--- src/rtl/mac_dot_sequencer_if.sv ---
// Job, operand, MAC-issue and result signals of the dot-product sequencer.
// Names are seen from the sequencer: i_* flow into it, o_* out of it.
interface mac_dot_sequencer_if #(
  parameter int DATA_A_WIDTH = 8,
  parameter int DATA_B_WIDTH = 8,
  parameter int ACCUM_WIDTH  = 32,
  parameter int LEN_WIDTH    = 8
);
  logic                           i_start;
  logic [LEN_WIDTH-1:0]           i_len;
  logic signed [ACCUM_WIDTH-1:0]  i_bias;
  logic                           o_busy;
  logic                           i_in_valid;
  logic                           o_in_ready;
  logic signed [DATA_A_WIDTH-1:0] i_in_a;
  logic signed [DATA_B_WIDTH-1:0] i_in_b;
  logic                           o_mac_en;
  logic signed [DATA_A_WIDTH-1:0] o_mac_data_a;
  logic signed [DATA_B_WIDTH-1:0] o_mac_data_b;
  logic signed [ACCUM_WIDTH-1:0]  o_mac_accum_in;
  logic signed [ACCUM_WIDTH-1:0]  i_mac_accum_out;
  logic                           o_out_valid;
  logic                           i_out_ready;
  logic signed [ACCUM_WIDTH-1:0]  o_out_result;

  modport slave (
    input  i_start, i_len, i_bias,
    output o_busy,
    input  i_in_valid, i_in_a, i_in_b,
    output o_in_ready,
    output o_mac_en, o_mac_data_a,
    output o_mac_data_b, o_mac_accum_in,
    input  i_mac_accum_out,
    output o_out_valid, o_out_result,
    input  i_out_ready
  );

  modport master (
    output i_start, i_len, i_bias,
    input  o_busy,
    output i_in_valid, i_in_a, i_in_b,
    input  o_in_ready,
    input  o_mac_en, o_mac_data_a,
    input  o_mac_data_b, o_mac_accum_in,
    output i_mac_accum_out,
    input  o_out_valid, o_out_result,
    output i_out_ready
  );
endinterface

--- src/rtl/mac_dot_sequencer.sv ---
// Drives a mac_unit through len operand pairs, chaining each result
// back as the next accumulator input, then offers the final sum.
module mac_dot_sequencer #(
  parameter int DATA_A_WIDTH = 8,
  parameter int DATA_B_WIDTH = 8,
  parameter int ACCUM_WIDTH  = 32,
  parameter int LEN_WIDTH    = 8,
  parameter int MAC_LATENCY  = 2
) (
  input logic clk,
  input logic rst,
  mac_dot_sequencer_if.slave bus
);
  localparam int WCW =
    (MAC_LATENCY > 1) ? $clog2(MAC_LATENCY) : 1;

  typedef enum logic [2:0] {
    S_IDLE, S_FETCH, S_ISSUE, S_WAIT, S_DONE
  } state_t;

  state_t r_state;
  state_t w_next;

  logic signed [ACCUM_WIDTH-1:0]  r_acc;
  logic [LEN_WIDTH-1:0]           r_rem;
  logic [WCW-1:0]                 r_wcnt;
  logic                           r_mac_en;
  logic signed [DATA_A_WIDTH-1:0] r_mac_a;
  logic signed [DATA_B_WIDTH-1:0] r_mac_b;
  logic signed [ACCUM_WIDTH-1:0]  r_mac_acc;
  logic signed [ACCUM_WIDTH-1:0]  r_result;

  logic w_in_ready;
  logic w_busy;
  logic w_out_valid;
  logic w_last;

  assign w_last = (r_rem == LEN_WIDTH'(1));

  always_ff @(posedge clk) begin
    if (rst) r_state <= S_IDLE;
    else     r_state <= w_next;
  end

  always_comb begin
    w_next = r_state;
    unique case (r_state)
      S_IDLE:
        if (bus.i_start)
          w_next = (bus.i_len == '0) ? S_DONE : S_FETCH;
      S_FETCH:
        if (bus.i_in_valid) w_next = S_ISSUE;
      S_ISSUE:
        w_next = S_WAIT;
      S_WAIT:
        if (r_wcnt == '0)
          w_next = w_last ? S_DONE : S_FETCH;
      S_DONE:
        if (bus.i_out_ready) w_next = S_IDLE;
      default:
        w_next = S_IDLE;
    endcase
  end

  always_comb begin
    w_in_ready  = 1'b0;
    w_out_valid = 1'b0;
    w_busy      = 1'b1;
    unique case (1'b1)
      (r_state == S_IDLE):  w_busy      = 1'b0;
      (r_state == S_FETCH): w_in_ready  = 1'b1;
      (r_state == S_DONE):  w_out_valid = 1'b1;
      default: ;
    endcase
  end

  // Datapath only moves on state-qualified edges; no adders on data.
  always_ff @(posedge clk) begin
    if (rst) begin
      r_acc     <= '0;
      r_rem     <= '0;
      r_wcnt    <= '0;
      r_mac_en  <= 1'b0;
      r_mac_a   <= '0;
      r_mac_b   <= '0;
      r_mac_acc <= '0;
      r_result  <= '0;
    end else begin
      unique case (r_state)
        S_IDLE:
          if (bus.i_start) begin
            r_acc <= bus.i_bias;
            r_rem <= bus.i_len;
            if (bus.i_len == '0) r_result <= bus.i_bias;
          end
        S_FETCH:
          if (bus.i_in_valid) begin
            r_mac_a   <= bus.i_in_a;
            r_mac_b   <= bus.i_in_b;
            r_mac_acc <= r_acc;
            r_mac_en  <= 1'b1;
          end
        S_ISSUE: begin
          r_mac_en <= 1'b0;
          r_wcnt   <= WCW'(MAC_LATENCY - 1);
        end
        S_WAIT:
          if (r_wcnt == '0) begin
            r_acc <= bus.i_mac_accum_out;
            r_rem <= r_rem - LEN_WIDTH'(1);
            if (w_last) r_result <= bus.i_mac_accum_out;
          end else begin
            r_wcnt <= r_wcnt - WCW'(1);
          end
        default: ;
      endcase
    end
  end

  assign bus.o_busy         = w_busy;
  assign bus.o_in_ready     = w_in_ready;
  assign bus.o_out_valid    = w_out_valid;
  assign bus.o_mac_en       = r_mac_en;
  assign bus.o_mac_data_a   = r_mac_a;
  assign bus.o_mac_data_b   = r_mac_b;
  assign bus.o_mac_accum_in = r_mac_acc;
  assign bus.o_out_result   = r_result;
endmodule

--- src/flat_wrapper.sv ---
// flat-port wrapper written by rule: the top's interface ports become plain ports
module mac_dot_sequencer_flat 
#(
  parameter int DATA_A_WIDTH = 8,
  parameter int DATA_B_WIDTH = 8,
  parameter int ACCUM_WIDTH  = 32,
  parameter int LEN_WIDTH    = 8,
  parameter int MAC_LATENCY  = 2
)
  (clk, rst, bus_i_start, bus_i_len, bus_i_bias, bus_o_busy, bus_i_in_valid, bus_i_in_a, bus_i_in_b, bus_o_in_ready, bus_o_mac_en, bus_o_mac_data_a, bus_o_mac_data_b, bus_o_mac_accum_in, bus_i_mac_accum_out, bus_o_out_valid, bus_o_out_result, bus_i_out_ready);
  mac_dot_sequencer_if #(.DATA_A_WIDTH(DATA_A_WIDTH), .DATA_B_WIDTH(DATA_B_WIDTH), .ACCUM_WIDTH(ACCUM_WIDTH), .LEN_WIDTH(LEN_WIDTH)) bus_i ();
  input logic clk;
  input logic rst;
  input wire logic [$bits(bus_i.i_start)-1:0] bus_i_start;
  input wire logic [$bits(bus_i.i_len)-1:0] bus_i_len;
  input wire logic [$bits(bus_i.i_bias)-1:0] bus_i_bias;
  output wire logic [$bits(bus_i.o_busy)-1:0] bus_o_busy;
  input wire logic [$bits(bus_i.i_in_valid)-1:0] bus_i_in_valid;
  input wire logic [$bits(bus_i.i_in_a)-1:0] bus_i_in_a;
  input wire logic [$bits(bus_i.i_in_b)-1:0] bus_i_in_b;
  output wire logic [$bits(bus_i.o_in_ready)-1:0] bus_o_in_ready;
  output wire logic [$bits(bus_i.o_mac_en)-1:0] bus_o_mac_en;
  output wire logic [$bits(bus_i.o_mac_data_a)-1:0] bus_o_mac_data_a;
  output wire logic [$bits(bus_i.o_mac_data_b)-1:0] bus_o_mac_data_b;
  output wire logic [$bits(bus_i.o_mac_accum_in)-1:0] bus_o_mac_accum_in;
  input wire logic [$bits(bus_i.i_mac_accum_out)-1:0] bus_i_mac_accum_out;
  output wire logic [$bits(bus_i.o_out_valid)-1:0] bus_o_out_valid;
  output wire logic [$bits(bus_i.o_out_result)-1:0] bus_o_out_result;
  input wire logic [$bits(bus_i.i_out_ready)-1:0] bus_i_out_ready;
  assign bus_i.i_start = bus_i_start;
  assign bus_i.i_len = bus_i_len;
  assign bus_i.i_bias = bus_i_bias;
  assign bus_o_busy = bus_i.o_busy;
  assign bus_i.i_in_valid = bus_i_in_valid;
  assign bus_i.i_in_a = bus_i_in_a;
  assign bus_i.i_in_b = bus_i_in_b;
  assign bus_o_in_ready = bus_i.o_in_ready;
  assign bus_o_mac_en = bus_i.o_mac_en;
  assign bus_o_mac_data_a = bus_i.o_mac_data_a;
  assign bus_o_mac_data_b = bus_i.o_mac_data_b;
  assign bus_o_mac_accum_in = bus_i.o_mac_accum_in;
  assign bus_i.i_mac_accum_out = bus_i_mac_accum_out;
  assign bus_o_out_valid = bus_i.o_out_valid;
  assign bus_o_out_result = bus_i.o_out_result;
  assign bus_i.i_out_ready = bus_i_out_ready;
  mac_dot_sequencer #(.DATA_A_WIDTH(DATA_A_WIDTH), .DATA_B_WIDTH(DATA_B_WIDTH), .ACCUM_WIDTH(ACCUM_WIDTH), .LEN_WIDTH(LEN_WIDTH), .MAC_LATENCY(MAC_LATENCY)) u_core (.clk(clk), .rst(rst), .bus(bus_i));
endmodule
--- config.mk ---
export PLATFORM = sky130hd
export DESIGN_NAME = mac_dot_sequencer_flat
export DESIGN_NICKNAME = d
export VERILOG_FILES = /design/src/rtl/mac_dot_sequencer_if.sv /design/src/rtl/mac_dot_sequencer.sv /design/src/flat_wrapper.sv
export SDC_FILE = /design/constraint.sdc
export NUM_CORES = 1
export LEC_CHECK = 0
export ABC_CLOCK_PERIOD_IN_PS = 2050
export CORE_UTILIZATION = 30
export CTS_CLUSTER_SIZE = 25
export DETAILED_ROUTE_END_ITERATION = 16
export SLEW_MARGIN = 20
export SYNTH_ARGS = -nofsm -noshare
export SYNTH_HDL_FRONTEND = slang
export SYNTH_SLANG_ARGS = --single-unit
--- constraint.sdc ---
create_clock -name clk -period 2.05 [get_ports clk]
set_clock_uncertainty 0.05 [all_clocks]
set_input_delay 0.41 -clock clk [delete_from_list [all_inputs] [get_ports clk]]
set_output_delay 0.41 -clock clk [all_outputs]
set_load 0.01 [all_outputs]
# Word level (Yosys, flattened, before mapping)
# Index checks and enable logic that the tools add are counted.
[classes] eq_ne=11 n_mux=25 add_sub_neg=2 n_reduce_logical=10
[ops] op="$mux 32" n=6
[ops] op="$pmux 32 s2" n=2
[ops] op="$mux 3" n=6
[ops] op="$mux 8" n=2
[ops] op="$pmux 8 s2" n=1
[ops] op="$pmux 3 s5" n=1
[ops] op="$ne 2x2->1 const B" n=5
[ops] op="$eq 8x1->1 const B" n=1
[ops] op="$logic_not 8->1" n=1
[ops] op="$sub 8x1->8 const B" n=1
[ops] op="$eq 3x2->1 const B" n=2
[ops] op="$reduce_bool 2->1" n=3
[ops] op="$mux 1" n=5
[ops] op="$reduce_and 5->1" n=1
[ops] op="$pmux 1 s2" n=2
[ops] op="$reduce_and 2->1" n=2
[ops] op="$reduce_and 4->1" n=1
[ops] op="$eq 3x1->1 const B" n=1
[ops] op="$eq 3x3->1 const B" n=1
[ops] op="$logic_not 3->1" n=1
[ops] op="$reduce_and 3->1" n=1
[ops] op="$ne 2x1->1 const B" n=1
[ops] op="$sub 1x1->1 const B" n=1
[totals] wordCells=57 ff_bits=125 out_inout_bits=84 in_bits=93

# Longest topological paths before layout
# Gate-level depths: netlist (run 1).
[depth] depth_word=4 depth_mapped=9 mapped_depth_nobuf=6

# Worst setup path after synthesis (run 1)
# OpenSTA, ideal clock, no wires.
[synth_path] path_kind="input -> register" start="input bus_i_len[1]" end="register u_core.r_result[11], in the netlist u_core.bus.o_out_result[11]" path_buffers=2 cell_stages=6 t_required_ns=1.854 t_arrival_ns=1.659 slack_ns=0.195 setup_time_ns=0.146 path_cell_list="or4_1 -> o21bai_4 -> and3_1 -> buf_4 -> buf_6 -> a211oi_2"
[synth_via] elab_chain_len=3
[synth_rtl] element="start: declaration" line_no="flat_wrapper.sv:15" rtl="input wire logic [$bits(bus_i.i_len)-1:0] bus_i_len;"
[synth_rtl] element="$logic_not 8->1" line_no="mac_dot_sequencer.sv:94" rtl="if (bus.i_len == '0) r_result <= bus.i_bias;"
[synth_rtl] element="$ne 2x2->1 (no source line)"
[synth_rtl] element="$reduce_and 5->1 (no source line)"
[synth_rtl] element="end signal: assignment" line_no="mac_dot_sequencer.sv:94"
[synth_rtl] element="end signal: assignment" line_no="mac_dot_sequencer.sv:111" rtl="if (w_last) r_result <= bus.i_mac_accum_out;"
[synth_rtl] element="end: declaration" line_no="mac_dot_sequencer.sv:31" rtl="logic signed [ACCUM_WIDTH-1:0] r_result;"
# No other way between the ends.
# A chain may end at the register's enable or synchronous reset.

# Worst setup path after layout (run 1)
[layout_path] start="register u_core.r_state[0]" end="output bus_o_busy"
[layout_via] elab_chain_len=2
[layout_rtl] element="start: declaration" line_no="mac_dot_sequencer.sv:21" rtl="state_t r_state;"
[layout_rtl] element="start signal: assignment" line_no="mac_dot_sequencer.sv:42" rtl="else r_state <= w_next;"
[layout_rtl] element="$logic_not 3->1" line_no="mac_dot_sequencer.sv:70" rtl="(r_state == S_IDLE): w_busy = 1'b0;"
[layout_rtl] element="$mux 1" line_no="mac_dot_sequencer.sv:69" rtl="unique case (1'b1)"
[layout_rtl] element="end: declaration" line_no="flat_wrapper.sv:17" rtl="output wire logic [$bits(bus_i.o_busy)-1:0] bus_o_busy;"
# No other way between the ends.

==> results of run 1 <==
-- what timing repair did --
action,4_1_cts,5_1_grt
gates cloned,0,0
resized for setup,6,3
endpoints found under the setup margin,3,23
-- stage by stage --
step                setup TNS (ns)  setup slack (ns)  instance area [µm²]  hold slack (ns)
floorplan                        0            0.1951                 5264           0.3823
global placement            -16.11           -0.2828                 7343           0.3878
detailed placement          -17.33           -0.3402                 7343           0.3950
CTS                              0           0.04659                 8011           0.3047
global route                     0           0.02135                 8026           0.3315
finish                           0            0.1005                 8026           0.3249
-- synth_stat cells, types with 5 or more instances --
cell / number / area [µm²]
a211oi_1: 37 / 277.8
a211oi_2: 30 / 375.4
a21oi_1: 57 / 285.3
a31oi_1: 32 / 200.2
buf_2: 23 / 115.1
clkbuf_1: 22 / 82.58
dfxtp_1: 125 / 2502
inv_1: 6 / 22.52
mux2i_1: 32 / 320.3
nand2_1: 101 / 379.1
nor2_1: 45 / 168.9
nor3_1: 5 / 25.02
o21ai_0: 10 / 50.05
-- power groups by stage --
stage,clock network [µW],logic (µW),registers (µW)
after detailed placement,0,3390,3360
after CTS,3440,3400,3330
after global routing,3560,3690,3400
after global placement,0,3320,3350
after floorplan,0,1910,3410
final,3380,3370,3330
-- layout by cell type, fill, tap and decap left out, types with 2 or more instances in the layout --
cell type,count
ha_1,2
bufinv_16,6
dfxtp_2,2
nand3_1,3
buf_4,20
nor3_1,4
a21o_1,4
dlygate4sd2_1,3
nand3b_1,2
dfxtp_1,123
or3_1,2
nand2_1,101
o21ai_0,10
nor2_1,44
buf_12,7
a211oi_2,30
a22oi_1,2
inv_1,6
clkbuf_16,17
a21oi_1,56
clkdlybuf4s50_1,172
clkinv_2,2
a211oi_1,37
and3_1,2
clkbuf_1,3
nand2b_1,4
a31oi_1,32
mux2i_1,32
clkinvlp_4,2
-- sequential cells by signal, summed over array words and instances (netlist names) --
name	cells
u_core.bus.o_mac_accum_in	32
u_core.bus.o_mac_data_a	8
u_core.bus.o_mac_data_b	8
u_core.bus.o_mac_en	1
u_core.bus.o_out_result	32
u_core.r_acc	32
u_core.r_rem	8
u_core.r_state	3
u_core.r_wcnt	1
-- final timing paths --
| kind | startpoint | endpoint | slack, ns | depth (start not counted) |
|---|---|---|---|---|
| max reg2reg | u_core.r_rem[0]$_SDFFE_PP0P_ | u_core.r_rem[6]$_SDFFE_PP0P_ | 0.14 | 6 |
| max | u_core.r_state[0]$_SDFFE_PP0P_ | bus_o_busy | 0.10 | 2 |
| min reg2reg | u_core.r_acc[1]$_SDFFE_PP0P_ | u_core.bus.o_mac_accum_in[1]$_SDFFE_PP0P_ | 0.40 | 2 |
| min | rst | u_core.r_state[2]$_SDFFE_PP0P_ | 0.32 | 2 |
-- metal layers --
metal / vias to the layer above / routed length, µm / track usage
met3: 15 / 860 / 0.05293
met2: 132 / 7432 / 0.2974
met5: - / 0 / 0
met1: 2323 / 6527 / 0.2007
met4: 0 / 187 / 0.04931
li1: 2429 / - / -
-- cell type report --
| type | count | area (µm²) | area share |
|---|---|---|---|
| flip-flops and latches | 125 | 2505 | 0.3121 |
| multi-input cells | 396 | 2504 | 0.3119 |
| repair buffers | 203 | 2049 | 0.2553 |
| clock buffers | 21 | 450.4 | 0.05612 |
| well taps | 225 | 281.5 | 0.03507 |
| clock inverters | 11 | 214.0 | 0.02666 |
| inverters | 6 | 22.52 | 0.002806 |
-- logic make-up (layout without fill, tap and decap cells) --
| kind of cell | after synthesis | in the layout | synth area share |
|---|---|---|---|
| buffers and inverters | 62 | 241 | 0.05681 |
| DFF | 125 | 125 | 0.4754 |
| and+or+nand+nor | 177 | 177 | 0.1429 |
| muxes | 32 | 32 | 0.06085 |
| AOI/OAI and AO/OA | 185 | 185 | 0.2593 |
| adders and majority gates | 2 | 2 | 0.004753 |
==> impl_results.md, run 1 <==
* # nets final at 844
* Post-synth EDFFs at 0
* Clk_lat worst skew at 0.41 ns
* Slowest cell on crit path: or3_4
* Slew @ Worst Pin at 0.4105 ns
* Initial drt markers at 227
* Synth-to-Final Area Change at 52.48%
* CP required at 1.59 ns
* Die area at 18080 µm²
* Synthesized flop and latch total at 125
* Max_slew headroom at 0.7185
* Sequential Power Share at 0.331
* Internal power at 6904 µW
* Primary FF master, synth: dfxtp_1
* Grt total ovfl at 0
* Setup-failing EPs final at 0
* Clk pin slew, worst setup/hold paths at 0.06 ns
* Proportion of layout cells with a drive suffix above 1 at 0.1339
* Global-route wire length before repair at 24.10 mm
* RSZ-0062 raised after global routing: no
* Crit path launch type: flop
* Number of port buffers at 176
* Sequential area share after synthesis at 0.4754
* Pin count of the biggest net entering global routing at 67
* Setup CP Type: flop to primary output
* Cell area after synthesis at 5264 µm²
* Maxcap violations at 0
* Period utilisation layout at 0.9510
* Setup Fix Bufs, Post-CTS at 0
* Detailed-route via count at 4899
* Status: finished clean
* Hold/Removal Path Class: primary input to flop
* Utilization after layout at 0.4657
* Routed Antenna Nets at 0
* Diode count at 0
* Cts bufs inserted at 17
* Mapped Cells at 583
* Pwr/cell area at 1255 nW/µm²
* CTS max path bufs at 2
* Initial antenna violation count at 0
* Die Ht at 134.5 µm
* Fillcell total at 1622
* Sw Share at 0.3148
* Htree depth at 4
* VDD IR max at 626.3 µV
* Proportion of power drawn by combinational gates at 0.334
* Core Rows at 48
* Fraction of registers with async set/reset at 0
* Core area at 17240 µm²
* CP max FO at 12
* Die width at 134.5 µm
* CTS tree: built
* Final wirelength at 15.01 mm
* Drt via density at 4.964
* Synthesized area per cell at 9.029 µm²
* Syn. warnings at 0
* Net switching power at 3171 µW
* Setup crit end kind: primary output
* Cells after DPL at 955
* Max Slew Vio Count at 0
* Remaining DRCs at 0
* GRT Overall Usage at 0.1706
* # IOs at 177
* Min cycle time layout at 1.949 ns
* Sink Count at 125
* Pre-antenna DRT Iters at 4
* Yosys cell types at 47
* Hpwl dp at 10.50 mm
* Fmax at 513.0 MHz
* LEAKAGE at 0.002977 µW
* Routability cong. at 0.7847
* CP cell instances: or3_4, dlygate4sd2_1
* Syn_nets at 678
* Buf/Inv on CP at 1
* Tot Pwr at 10080 µW
* Vias in the first global route at 4798
* CP Data Arrival Time at 1.49 ns
* Initial Util at 0.3054
* Hold_buf cts at 0
* Fin. Hold Viols at 0
* Largest delay share family, worst path: simple AND/OR/NAND/NOR gates
* Clock share of power at 0.335
* Detailed-route wire length per cell at 15.20 µm
* Crit-path max cell delay at 0.41 ns
* Non-Filler Instances at 987
* Root buffer cell: clkbuf_16
No activity file was read; power rests on OpenSTA's default activity.
==> inputs of run 2 (changes only) <==
Settings changed: HOLD_SLACK_MARGIN set to 0.06.
==> results of run 2 <==
No change in the layout: final DEF, timing and power equal those of run 1.
